[src/rtl/ex_div_if.sv]
// ex_div_if -- connection bundle between the EX stage and the iterative divider.
//
// Signals:
//   div_start   EX -> div   EX holds a DIV/DIVU; stays high while the instruction is in EX
//   div_signed  EX -> div   1 = DIV (two's complement), 0 = DIVU
//   opdata1     EX -> div   32-bit dividend
//   opdata2     EX -> div   32-bit divisor
//   cancel      EX -> div   pipeline flush; aborts any division in flight
//   result_o    div -> EX   {remainder (HI), quotient (LO)}; zero unless ready_o is high
//   ready_o     div -> EX   one-cycle result-valid pulse
//   stallreq_o  div -> EX   stall request, forwarded as stallreq_from_ex
//
// Modports: master = EX stage side, slave = divider side.
interface ex_div_if;
  logic        div_start;
  logic        div_signed;
  logic [31:0] opdata1;
  logic [31:0] opdata2;
  logic        cancel;
  logic [63:0] result_o;
  logic        ready_o;
  logic        stallreq_o;

  modport master (
    output div_start, div_signed, opdata1, opdata2, cancel,
    input  result_o, ready_o, stallreq_o
  );

  modport slave (
    input  div_start, div_signed, opdata1, opdata2, cancel,
    output result_o, ready_o, stallreq_o
  );
endinterface

[src/rtl/ex_div.sv]
// ex_div -- iterative radix-2 restoring divider for the EX stage (DIV / DIVU).
//
// A division is latched in FREE, runs 32 iterations in ON and presents its
// result for exactly one cycle in END, 33 cycles after div_start first rose.
// While a division is pending (div_start high and not yet in END) the stall
// request is raised combinationally.
//
// Ports:
//   clk      in   clock, rising edge
//   rst      in   synchronous active-high reset
//   div_bus  ex_div_if.slave: div_start, div_signed, opdata1, opdata2, cancel in;
//                             result_o ({rem, quo}), ready_o, stallreq_o out
//
// Build option:
//   DIV_ZERO_CHECK_EN  when defined, a zero divisor skips the iterations via the
//                      BY_ZERO state and returns result 0 in cycle 2. When not
//                      defined, a zero divisor runs all 32 iterations and yields
//                      quotient all-ones and remainder |dividend| before sign fix.
module ex_div (
  input  logic    clk,
  input  logic    rst,
  ex_div_if.slave div_bus
);

  localparam logic [1:0] FREE    = 2'b00;
`ifdef DIV_ZERO_CHECK_EN
  localparam logic [1:0] BY_ZERO = 2'b01;
`endif
  localparam logic [1:0] ON      = 2'b10;
  localparam logic [1:0] END     = 2'b11;

  logic [1:0]  state_reg;
  logic [4:0]  cnt_reg;
  // The partial remainder is always below the divisor (or, for a zero divisor,
  // holds only the dividend bits shifted in so far), so 32 stored bits suffice;
  // the 33rd bit appears only transiently after the shift.
  logic [31:0] rem_reg;
  // Holds the dividend magnitude; quotient bits shift in from the right as the
  // dividend bits shift out on the left.
  logic [31:0] quo_reg;
  logic [31:0] divisor_reg;
  logic        neg_q_reg;
  logic        neg_r_reg;
  logic [63:0] result_reg;
  logic        ready_reg;

  logic [32:0] shifted;
  logic        fits;
  logic [31:0] rem_next;
  logic [31:0] quo_next;
  logic [31:0] quo_fixed;
  logic [31:0] rem_fixed;
  logic [31:0] op1_abs;
  logic [31:0] op2_abs;

  // Operand magnitudes; 0x80000000 negates to itself, which is its correct
  // unsigned magnitude.
  assign op1_abs = (div_bus.div_signed & div_bus.opdata1[31]) ? (32'd0 - div_bus.opdata1)
                                                              : div_bus.opdata1;
  assign op2_abs = (div_bus.div_signed & div_bus.opdata2[31]) ? (32'd0 - div_bus.opdata2)
                                                              : div_bus.opdata2;

  // One restoring step. When the trial subtraction fits, the true difference
  // is below the divisor, so the 32-bit wrap-around subtraction is exact.
  always_comb begin
    shifted   = {rem_reg, quo_reg[31]};
    fits      = (shifted >= {1'b0, divisor_reg});
    rem_next  = fits ? (shifted[31:0] - divisor_reg) : shifted[31:0];
    quo_next  = {quo_reg[30:0], fits};
    quo_fixed = neg_q_reg ? (32'd0 - quo_next) : quo_next;
    rem_fixed = neg_r_reg ? (32'd0 - rem_next) : rem_next;
  end

  always_ff @(posedge clk) begin
    if (rst) begin
      state_reg   <= FREE;
      cnt_reg     <= 5'd0;
      rem_reg     <= 32'd0;
      quo_reg     <= 32'd0;
      divisor_reg <= 32'd0;
      neg_q_reg   <= 1'b0;
      neg_r_reg   <= 1'b0;
      result_reg  <= 64'd0;
      ready_reg   <= 1'b0;
    end else if (div_bus.cancel) begin
      state_reg  <= FREE;
      cnt_reg    <= 5'd0;
      result_reg <= 64'd0;
      ready_reg  <= 1'b0;
    end else begin
      case (state_reg)
        FREE: begin
          result_reg <= 64'd0;
          ready_reg  <= 1'b0;
          if (div_bus.div_start) begin
            quo_reg     <= op1_abs;
            divisor_reg <= op2_abs;
            rem_reg     <= 32'd0;
            cnt_reg     <= 5'd0;
            neg_q_reg   <= div_bus.div_signed & (div_bus.opdata1[31] ^ div_bus.opdata2[31]);
            neg_r_reg   <= div_bus.div_signed & div_bus.opdata1[31];
`ifdef DIV_ZERO_CHECK_EN
            state_reg   <= (div_bus.opdata2 == 32'd0) ? BY_ZERO : ON;
`else
            state_reg   <= ON;
`endif
          end
        end
`ifdef DIV_ZERO_CHECK_EN
        BY_ZERO: begin
          result_reg <= 64'd0;
          ready_reg  <= 1'b1;
          state_reg  <= END;
        end
`endif
        ON: begin
          rem_reg <= rem_next;
          quo_reg <= quo_next;
          cnt_reg <= cnt_reg + 5'd1;
          if (cnt_reg == 5'd31) begin
            result_reg <= {rem_fixed, quo_fixed};
            ready_reg  <= 1'b1;
            state_reg  <= END;
          end
        end
        END: begin
          // Single result cycle; FREE next lets a following division start
          // even though div_start never dropped.
          result_reg <= 64'd0;
          ready_reg  <= 1'b0;
          state_reg  <= FREE;
        end
        default: begin
          result_reg <= 64'd0;
          ready_reg  <= 1'b0;
          state_reg  <= FREE;
        end
      endcase
    end
  end

  assign div_bus.result_o   = result_reg;
  assign div_bus.ready_o    = ready_reg;
  assign div_bus.stallreq_o = div_bus.div_start & (state_reg != END) & ~rst;

endmodule

[src/flat_wrapper.sv]
// flat-port wrapper written by rule: the top's interface ports become plain ports
module ex_div_flat 
  (clk, rst, div_bus_div_start, div_bus_div_signed, div_bus_opdata1, div_bus_opdata2, div_bus_cancel, div_bus_result_o, div_bus_ready_o, div_bus_stallreq_o);
  ex_div_if div_bus_i ();
  input  logic clk;
  input  logic rst;
  input wire logic [$bits(div_bus_i.div_start)-1:0] div_bus_div_start;
  input wire logic [$bits(div_bus_i.div_signed)-1:0] div_bus_div_signed;
  input wire logic [$bits(div_bus_i.opdata1)-1:0] div_bus_opdata1;
  input wire logic [$bits(div_bus_i.opdata2)-1:0] div_bus_opdata2;
  input wire logic [$bits(div_bus_i.cancel)-1:0] div_bus_cancel;
  output wire logic [$bits(div_bus_i.result_o)-1:0] div_bus_result_o;
  output wire logic [$bits(div_bus_i.ready_o)-1:0] div_bus_ready_o;
  output wire logic [$bits(div_bus_i.stallreq_o)-1:0] div_bus_stallreq_o;
  assign div_bus_i.div_start = div_bus_div_start;
  assign div_bus_i.div_signed = div_bus_div_signed;
  assign div_bus_i.opdata1 = div_bus_opdata1;
  assign div_bus_i.opdata2 = div_bus_opdata2;
  assign div_bus_i.cancel = div_bus_cancel;
  assign div_bus_result_o = div_bus_i.result_o;
  assign div_bus_ready_o = div_bus_i.ready_o;
  assign div_bus_stallreq_o = div_bus_i.stallreq_o;
  ex_div u_core (.clk(clk), .rst(rst), .div_bus(div_bus_i));
endmodule
[config.mk]
export PLATFORM = sky130hd
export DESIGN_NAME = ex_div_flat
export DESIGN_NICKNAME = d
export VERILOG_FILES = /design/src/rtl/ex_div_if.sv /design/src/rtl/ex_div.sv /design/src/flat_wrapper.sv
export SDC_FILE = /design/constraint.sdc
export NUM_CORES = 1
export LEC_CHECK = 0
export BUFFER_PORTS_ARGS = -buffer_cell sky130_fd_sc_hd__buf_4
export CORE_MARGIN = 1
export CORE_UTILIZATION = 51
export DETAILED_ROUTE_END_ITERATION = 8
export GPL_TIMING_DRIVEN = 0
export PLACE_DENSITY = 0.75
export RECOVER_POWER = 100
export SYNTH_ARGS = -nofsm -noshare
export SYNTH_HDL_FRONTEND = slang
export SYNTH_SLANG_ARGS = --single-unit
[constraint.sdc]
create_clock -name clk -period 7.2 [get_ports clk]
set_clock_uncertainty 0.05 [all_clocks]
set_input_delay 1.08 -clock clk [delete_from_list [all_inputs] [get_ports clk]]
set_output_delay 1.08 -clock clk [all_outputs]
set_load 0.005 [all_outputs]
==> key figures, run 1 <==
Status
  – Status: complete, no violations

Worst setup path
  – Max incr delay on CP: roughly 0.57 ns
  – Setup crit end kind: flip-flop
  – Delay-heaviest family, CP: compound AO/OA/AOI/OAI gates
  – Crit path required time: ~7.5 ns
  – CP bufs+invs: 5
  – Worst path slowest cell: clkbuf_1
  – Critical path arrival: 6.84 ns
  – Critical Path, Cell by Cell: inv_1 > ha_1 > nor2b_1 > o2111ai_1 > a21oi_1 > or2_0 > a311o_1 > buf_6 > clkbuf_1 > clkbuf_1 > a21oi_1 > inv_1 > ha_1 > nand2_1 > nor3_1 > nand4_1 > o32ai_1 > nand4_1 > o31ai_1 > mux2i_1 > nand2_1
  – CP Max Fanout: 10
  – Crit path launch type: flip-flop
  – Crit Path Class: flip-flop to flip-flop

Yosys
  – Synth Flop Type: dfxtp_1
  – Synth Area in Adders: 0.0441
  – Yosys top cell area share: 0.303
  – Mux contribution to synthesized area: 0.0396
  – Most frequent cells after synthesis: nor2_1, dfxtp_1, nand2_1
  – Seq/Total Area, Yosys: 0.303
  – EDFF count, synth: 0
  – Synth Area in XOR/XNOR: 0.0990
  – Asr flop ratio synth: 0
  – Post-Syn Nets: 1574
  – Post-synthesis simple-gate area fraction: 0.212
  – Complex-gate fraction of the synthesized area: 0.248
  – Largest family of logic cells by synthesized area: compound AO/OA/AOI/OAI gates
  – Syn Std Cell Area: 11200 um2
  – Avg Cell Area, Syn: ~7.7 um2
  – Synth area leader: dfxtp_1
  – Top cells by area, synth: dfxtp_1, nor2_1, xor2_1, a211oi_1, a21oi_1
  – Mapped Cells: around 1.5k
  – Yosys Warn Count: 0
  – Cell with the most instances after synthesis: nor2_1
  – Number of synthesized register bits: 170
  – Synth unique cells: 83

Worst hold path
  – Worst min path class: flip-flop to flip-flop

Die
  – Starting Density: 0.528
  – Die ar.: between 20000 and 25000 um2
  – # IOs: around 140
  – Core ar.: between 20000 and 25000 um2
  – Die Height: roughly 150 um
  – Die width: ~150 um
  – Cell Rows: between 50 and 60

Global routing
  – GRT busiest layer: met2
  – Largest net degree at the start of global routing: 17
  – GRT met3 Usage: 0.0464
  – Initial antenna violation count: 0
  – Met2 GRT Util: 0.485
  – All-Layer GR Usage: 0.325
  – Vias in the first global route: approximately 10k
  – Congestion Overflow GR: 0
  – Met1 Use GR: 0.481
  – First-pass GRT wire length: ~57 mm

Layout
  – Area Overhead vs Synth: 15.8%
  – Diode count: 0
  – Max FFs per register: 64
  – Final nets: approximately 1.7k
  – Post-route insts no fill: 1906
  – Area taken by multi-input logic gates: just over 7000 um2
  – Share of layout cells above drive strength 1: 0.104
  – Final Instance Area: around 13000 um2
  – Reg area: between 3000 and 4000 um2
  – Fillers: between 1.5k and 2k

STA
  – Setup tns final: 0 ns
  – Slew Viols, Final: 0
  – Period utilisation layout: 0.913
  – RSZ-0062 raised after global routing: false
  – Final setup fails: 0
  – Normalized max-slew margin: 0.198
  – Minimum clock period: 6.58 ns
  – Worst slew pin tran: approximately 1.2 ns
  – Fin. Hold Viols: 0
  – Fmax: around 150 MHz

Route
  – Final WL: around 36 mm
  – First-pass detailed-route iteration total: 5
  – DR iter-0 viols: approximately 1.0k
  – Vias per Instance: between 6 and 7
  – ANT nets after route: 0
  – Routed WL per cell: 19.0 um
  – DRC Markers: 0
  – Vias: ~12k

Clocking
  – Setup Buffers After CTS: 0
  – Clock-pin slew on the worst setup and hold paths: ~0.060 ns
  – H-Tree Depth: 4
  – Clock Latency Late Sink: 0.44 ns
  – Num CTS Buffers: 17
  – Hold buffer count at CTS: 0
  – CTS tree: yes
  – Clock Tree Buf Depth: 2
  – CTS Root Cell: clkbuf_16
  – Clk sinks: between 150 and 200
  – Resize count post-CTS: 0

Place
  – RD Place Congestion: between 0.9 and 1
  – DP Wirelength: ~28 mm
  – Number of I/O port buffers: approximately 130
  – Placed Area: between 10000 and 15000 um2
  – Placed cell count: between 1.5k and 2k

Power and ir drop
  – Maximum VDD drop: about 0.13 mV
  – Leakage: 4.97 nW
  – Tot Pwr: about 2.4 mW
  – Power Dens Cells: between 150 and 200 nW/um2

Flow run
  – Max-Cap Viols: 0
## routing by layer
metal	part of all wire	vias to the layer above
li1	-	5576
met3	0.084	49
met1	0.46	5491
met4	0.017	0
met5	0	-
met2	0.44	499
## area by class of cell
| cell class | instances | share of cell area |
|---|---|---|
| multi-input combinational | 1145 | 0.553 |
| buffer | 92 | 0.0290 |
| timing repair buffer | 133 | 0.0709 |
| inverter | 59 | 0.0170 |
| clock inverter | 13 | 0.00865 |
| sequential | 170 | 0.261 |
| tap | 275 | 0.0264 |
| clock buffer | 19 | 0.0333 |
## kinds of logic after synthesis
| kind of cell | Yosys count |
|---|---|
| multiplexers | 44 |
| flip-flops | 170 |
| XOR/XNOR | 127 |
| AND/OR/NAND/NOR | 514 |
| AO/OA/AOI/OAI | 421 |
| adder cells (fa/ha/maj) | 39 |
| buffers and inverters | 151 |
## where the power goes
part / switching (mW) / leakage, nW / internal [mW]
Clock: 0.418 / 0.266 / 0.451
Sequential: 0.0326 / 1.38 / 0.966
Combinational: 0.367 / 3.33 / 0.208
## through the flow
stage	hold WS (ns)	util	worst slack, ns
2_1_floorplan	0.386	-	2.47
3_3_place_gp	0.397	0.591	1.09
3_5_place_dp	0.401	0.591	1.10
4_1_cts	0.411	0.617	1.03
5_1_grt	0.428	0.612	0.300
6_report	0.410	0.612	0.624
## layout by cell type (no fill, tap or decap), drive strengths merged, types with 12 or more instances in the layout
master	count
nor2	218
o21ai	91
nand4	17
ha	38
xnor2	54
dfxtp	170
or3	17
mux2i	40
xor2	73
or4	14
nor4	15
buf	74
a21oi	106
a211oi	86
o31ai	20
nand3	28
clkbuf	170
inv	64
o211ai	12
o41ai	12
nor3	34
nand2	117
## worst paths after layout
kind,start,endpoint,slack (ns),cells after the start
worst max-delay path,u_core.divisor_reg[1],u_core.div_bus.result_o[58],0.62,21
worst min-delay path,u_core.divisor_reg[31],u_core.divisor_reg[31],0.41,2
worst max register to register,u_core.divisor_reg[1],u_core.div_bus.result_o[58],0.62,21
worst min register to register,u_core.divisor_reg[31],u_core.divisor_reg[31],0.41,2
## worst register-to-register path, delay by kind of cell (launching register included)
kind                       cells  cell delay [ns]
muxes                          1             0.28
AOI/OAI and AO/OA              6             2.13
buffers and inverters          5             1.61
DFF                            1             0.33
adders and majority gates      2             0.50
and+or+nand+nor                7             1.57
No activity file was read; power rests on OpenSTA's default activity.
==> run 2: changes to the inputs <==
--- a/config.mk
+++ b/config.mk
@@ -5,6 +5,7 @@
 export SDC_FILE = /design/constraint.sdc
 export NUM_CORES = 1
 export LEC_CHECK = 0
+export ABC_AREA = 1
 export BUFFER_PORTS_ARGS = -buffer_cell sky130_fd_sc_hd__buf_4
 export CORE_MARGIN = 1
 export CORE_UTILIZATION = 51
==> key figures, run 2 <==
Yosys
  – Cell with the most instances after synthesis: nand2_1
  – Asr flop ratio synth: 0
  – Seq/Total Area, Yosys: 0.274
  – EDFF count, synth: 0
  – Mapped Cells: 1989
  – Number of synthesized register bits: 170
  – Avg Cell Area, Syn: 6.24 um2
  – Syn Std Cell Area: between 10000 and 15000 um2
  – Yosys top cell area share: 0.274
  – Most frequent cells after synthesis: nand2_1, inv_1, nor2_1
  – Synth area leader: dfxtp_1
  – Synth Flop Type: dfxtp_1
  – Synth unique cells: 52
  – Post-Syn Nets: ~2.1k
  – Yosys Warn Count: 0
  – Top cells by area, synth: dfxtp_1, nand2_1, inv_1, nor2_1, a21oi_1

Layout
  – Post-route insts no fill: roughly 2.5k
  – Share of layout cells above drive strength 1: 0.102
  – Commonest non-fill, non-tap cell in the layout: nand2_1
  – Max FFs per register: 64
  – Final nets: around 2.2k
  – Commonest cells after routing, fill and taps aside: nand2_1, inv_1, nor2_1
  – Diode count: 0
  – Area Overhead vs Synth: 14.7%

Clocking
  – Clock Tree Buf Depth: 2
  – Num CTS Buffers: 17
  – Clk sinks: 170
  – Hold buffer count at CTS: 0
  – H-Tree Depth: 4
  – CTS tree: yes
  – Setup Buffers After CTS: 0
  – Resize count post-CTS: 0
  – CTS Root Cell: clkbuf_16
  – Clock Latency Late Sink: between 0.4 and 0.5 ns
  – Clock-pin slew on the worst setup and hold paths: about 0.080 ns

STA
  – Fmax: ~180 MHz
  – Final setup fails: 0
  – Fin. Hold Viols: 0
  – Normalized max-slew margin: 0.235
  – Period utilisation layout: 0.764
  – Slew Viols, Final: 0
  – Minimum clock period: about 5.5 ns
  – Worst slew pin tran: between 1 and 1.5 ns
  – Setup tns final: 0 ns
  – RSZ-0062 raised after global routing: false

Route
  – Vias: ~14k
  – Routed WL per cell: 18.4 um
  – Vias per Instance: 5.62
  – DR iter-0 viols: 1536
  – Final WL: around 46 mm
  – ANT nets after route: 0
  – First-pass detailed-route iteration total: 7
  – DRC Markers: 0

Die
  – Die width: between 150 and 200 um
  – Die ar.: 25000 um2
  – Die Height: between 150 and 200 um
  – Core ar.: 23700 um2
  – # IOs: around 140
  – Starting Density: 0.524
  – Cell Rows: between 50 and 60

Place
  – DP Wirelength: 36.8 mm
  – Placed cell count: roughly 2.4k
  – Number of I/O port buffers: ~130
  – RD Place Congestion: 1.00

Worst setup path
  – CP Max Fanout: 10
  – Max incr delay on CP: ~0.45 ns
  – Crit path required time: 7.49 ns
  – Crit path launch type: flip-flop
  – Critical path arrival: 5.79 ns
  – FF-to-FF setup slack: 1.70 ns
  – Critical Path, Cell by Cell: inv_1 > ha_1 > a21oi_1 > o21bai_1 > nand2_1 > a21oi_2 > nor2_1 > nand2_1 > inv_1 > ha_1 > nand3_1 > nor3_1 > nand3_1 > nor3_1 > nand2_1 > nor2_1 > nand3_1 > nand3b_1 > o21ai_0 > o21ai_0 > xor2_1 > o21ai_0 > inv_1
  – Setup crit end kind: flip-flop
  – Crit Path Class: flip-flop to flip-flop
  – Worst path slowest cell: nor2_1

Power and ir drop
  – Leakage: around 7 nW
  – Power Dens Cells: roughly 190 nW/um2
  – Maximum VDD drop: between 0.15 and 0.2 mV

Worst hold path
  – Worst min path class: flip-flop to flip-flop

Global routing
  – Vias in the first global route: about 13k
  – All-Layer GR Usage: 0.372
  – Initial antenna violation count: 0
  – Congestion Overflow GR: 0
  – First-pass GRT wire length: 69.9 mm
  – Largest net degree at the start of global routing: 20

Status
  – Status: complete, no violations

Flow run
  – Max-Cap Viols: 0
[run 2: cell families (layout without fill, tap and decap cells)]
group	after synthesis	in the layout	share of synthesized area
AO/OA/AOI/OAI	413	413	0.196
XOR/XNOR	65	65	0.0459
adder cells (fa/ha/maj)	39	39	0.0399
buffers and inverters	365	530	0.117
flip-flops	170	170	0.274
AND/OR/NAND/NOR	937	937	0.326
[run 2: metrics by stage]
| step | util | total power, mW | hold WS (ns) | setup slack, ns | cell area (um2) |
|---|---|---|---|---|---|
| floorplan | - | 1.51 | 0.398 | 3.60 | 12400 |
| global placement | 0.583 | 1.73 | 0.408 | 2.68 | 13800 |
| detailed placement | 0.583 | 1.73 | 0.418 | 2.67 | 13800 |
| CTS | 0.609 | 2.70 | 0.433 | 2.63 | 14400 |
| global route | 0.601 | 2.82 | 0.462 | 1.17 | 14200 |
| finish | 0.601 | 2.70 | 0.426 | 1.70 | 14200 |
[run 2: final timing paths]
| kind | cells past startpoint | startpoint | end |
|---|---|---|---|
| worst min register to register | 2 | u_core.div_bus.ready_o | u_core.div_bus.ready_o |
| worst max-delay path | 23 | u_core.divisor_reg[18] | u_core.div_bus.result_o[30] |
| worst min-delay path | 2 | u_core.div_bus.ready_o | u_core.div_bus.ready_o |
| worst max register to register | 23 | u_core.divisor_reg[18] | u_core.div_bus.result_o[30] |
[run 2: cell type report]
class                   count  area (um2)
clock inverters            15         198
clock buffers              17         425
repair buffers            133         957
inverters                 288        1080
plain buffers              77         322
multi-input cells        1454        7440
fillers                  2384        9450
flip-flops and latches    170        3400
well taps                 319         399
[run 2: critical path, delay by kind of cell (launching register included)]
kind / cells / cell delay [ns]
AND/OR/NAND/NOR: 11 / 2.35
buffers and inverters: 3 / 0.62
AO/OA/AOI/OAI: 6 / 1.18
XOR/XNOR: 1 / 0.17
adder cells (fa/ha/maj): 2 / 0.67
flip-flops: 1 / 0.34
[run 2: per-layer routing]
layer | global-route usage | vias to the layer above | wire length [um]
met5 | 0 | - | 0
met4 | 0.135 | 0 | 1520
met3 | 0.0616 | 84 | 3800
met2 | 0.611 | 627 | 20800
met1 | 0.487 | 6401 | 19400
li1 | - | 6792 | -
[run 2: report_power, final]
part,switching [mW],internal [mW],total [mW]
clock,0.482,0.506,0.988
combinational,0.496,0.227,0.723
sequential,0.0255,0.965,0.991
total,1.00,1.70,2.70
==> run 3: changes to the inputs <==
==> constraint.sdc (replaced) <==
create_clock -name clk -period 5.2 [get_ports clk]
set_clock_uncertainty 0.05 [all_clocks]
set_input_delay 0.78 -clock clk [delete_from_list [all_inputs] [get_ports clk]]
set_output_delay 0.78 -clock clk [all_outputs]
set_load 0.005 [all_outputs]
==> key figures, run 3 (synthesized netlist as in run 2, its figures left out) <==
Layout
  – Commonest non-fill, non-tap cell in the layout: nand2_1
  – Area Overhead vs Synth: 14.8%
  – Share of layout cells above drive strength 1: 0.102
  – Max FFs per register: 64
  – Post-route insts no fill: between 2k and 2.5k
  – Commonest cells after routing, fill and taps aside: nand2_1, inv_1, nor2_1
  – Diode count: 0
  – Final nets: about 2.2k

Die
  – Cell Rows: 56
  – Die width: roughly 160 um
  – # IOs: ~140
  – Starting Density: 0.524
  – Core ar.: 23700 um2
  – Die Height: around 160 um
  – Die ar.: between 20000 and 25000 um2

Route
  – Vias per Instance: ~5.6
  – ANT nets after route: 0
  – Final WL: 45.4 mm
  – Vias: 13.9k
  – DRC Markers: 0
  – Routed WL per cell: ~18 um
  – First-pass detailed-route iteration total: 6
  – DR iter-0 viols: ~1.6k

STA
  – Slew Viols, Final: 0
  – Setup tns final: 0 ns
  – Normalized max-slew margin: 0.330
  – Minimum clock period: around 4.7 ns
  – RSZ-0062 raised after global routing: false
  – Final setup fails: 0
  – Period utilisation layout: 0.913
  – Fin. Hold Viols: 0
  – Worst slew pin tran: roughly 0.99 ns
  – Fmax: 211 MHz

Place
  – Number of I/O port buffers: around 130
  – Placed cell count: approximately 2.4k
  – RD Place Congestion: roughly 1
  – DP Wirelength: approximately 37 mm

Status
  – Status: complete, no violations

Power and ir drop
  – Maximum VDD drop: approximately 0.22 mV
  – Power Dens Cells: 263 nW/um2
  – Leakage: 7.07 nW

Clocking
  – Hold buffer count at CTS: 0
  – Clk sinks: 170
  – H-Tree Depth: 4
  – CTS tree: yes
  – Clock Tree Buf Depth: 2
  – CTS Root Cell: clkbuf_16
  – Num CTS Buffers: 17
  – Resize count post-CTS: 0
  – Clock Latency Late Sink: 0.45 ns
  – Setup Buffers After CTS: 0
  – Clock-pin slew on the worst setup and hold paths: 0.08 ns

Flow run
  – Max-Cap Viols: 0

Global routing
  – First-pass GRT wire length: around 70 mm
  – All-Layer GR Usage: 0.372
  – Congestion Overflow GR: 0
  – Vias in the first global route: about 13k
  – Largest net degree at the start of global routing: 20
  – Initial antenna violation count: 0

Worst setup path
  – Crit Path Class: flip-flop to flip-flop
  – Crit path required time: about 5.5 ns
  – Crit path launch type: flip-flop
  – Critical path arrival: 5.04 ns
  – CP Max Fanout: 10
  – Setup crit end kind: flip-flop

Worst hold path
  – Worst min path class: flip-flop to flip-flop
-- run 3: power by group --
group          internal (mW)  total [mW]  switching (mW)  leakage, nW
Clock                  0.701        1.36           0.664        0.305
Combinational          0.316        1.01           0.690         5.38
Sequential              1.34        1.37          0.0356         1.38
Total                   2.35        3.74            1.39         7.07
-- run 3: per-layer routing --
layer / track usage / wire (um)
met1: 0.487 / 19500
met5: 0 / 0
met4: 0.135 / 1470
met2: 0.611 / 20900
met3: 0.0616 / 3560
-- run 3: critical path, stage by stage, from the launching register on --
cell	delay [ns]
dfxtp_1	0.33
inv_1	0.10
ha_1	0.42
nand2_1	0.16
inv_1	0.08
a21oi_2	0.29
o21ai_2	0.14
inv_2	0.09
nand2_4	0.08
nand3_4	0.12
nand2_1	0.15
inv_2	0.26
ha_1	0.23
nand3_1	0.12
nor3_2	0.23
nand3_1	0.15
nor3_1	0.20
nand2_1	0.13
nor2_1	0.15
nand3_1	0.16
nand3b_1	0.26
o21ai_1	0.26
o21ai_0	0.15
xor2_1	0.16
o21ai_1	0.12
inv_1	0.05
-- run 3: cell type report --
cell class | instances | area (um2)
clock inverters | 15 | 198
plain buffers | 77 | 322
multi-input cells | 1454 | 7470
well taps | 319 | 399
clock buffers | 17 | 425
flip-flops and latches | 170 | 3400
repair buffers | 133 | 953
fillers | 2385 | 9430
inverters | 288 | 1080
-- run 3: path summary, 6_finish.rpt --
check | from | end | slack (ns) | depth (start not counted)
max | u_core.divisor_reg[12] | u_core.div_bus.result_o[30] | 0.45 | 25
max reg2reg | u_core.divisor_reg[12] | u_core.div_bus.result_o[30] | 0.45 | 25
min reg2reg | u_core.div_bus.ready_o | u_core.div_bus.ready_o | 0.43 | 2
min | u_core.div_bus.ready_o | u_core.div_bus.ready_o | 0.43 | 2
-- run 3: stage by stage --
step	utilization	instance area (um2)	hold slack (ns)	worst slack [ns]	power, mW
CTS	0.609	14400	0.433	0.627	3.74
detailed placement	0.583	13800	0.418	0.668	2.40
finish	0.602	14200	0.427	0.452	3.74
global placement	0.583	13800	0.408	0.682	2.39
global route	0.602	14200	0.462	0.0723	3.90
floorplan	-	12400	0.398	1.60	2.09
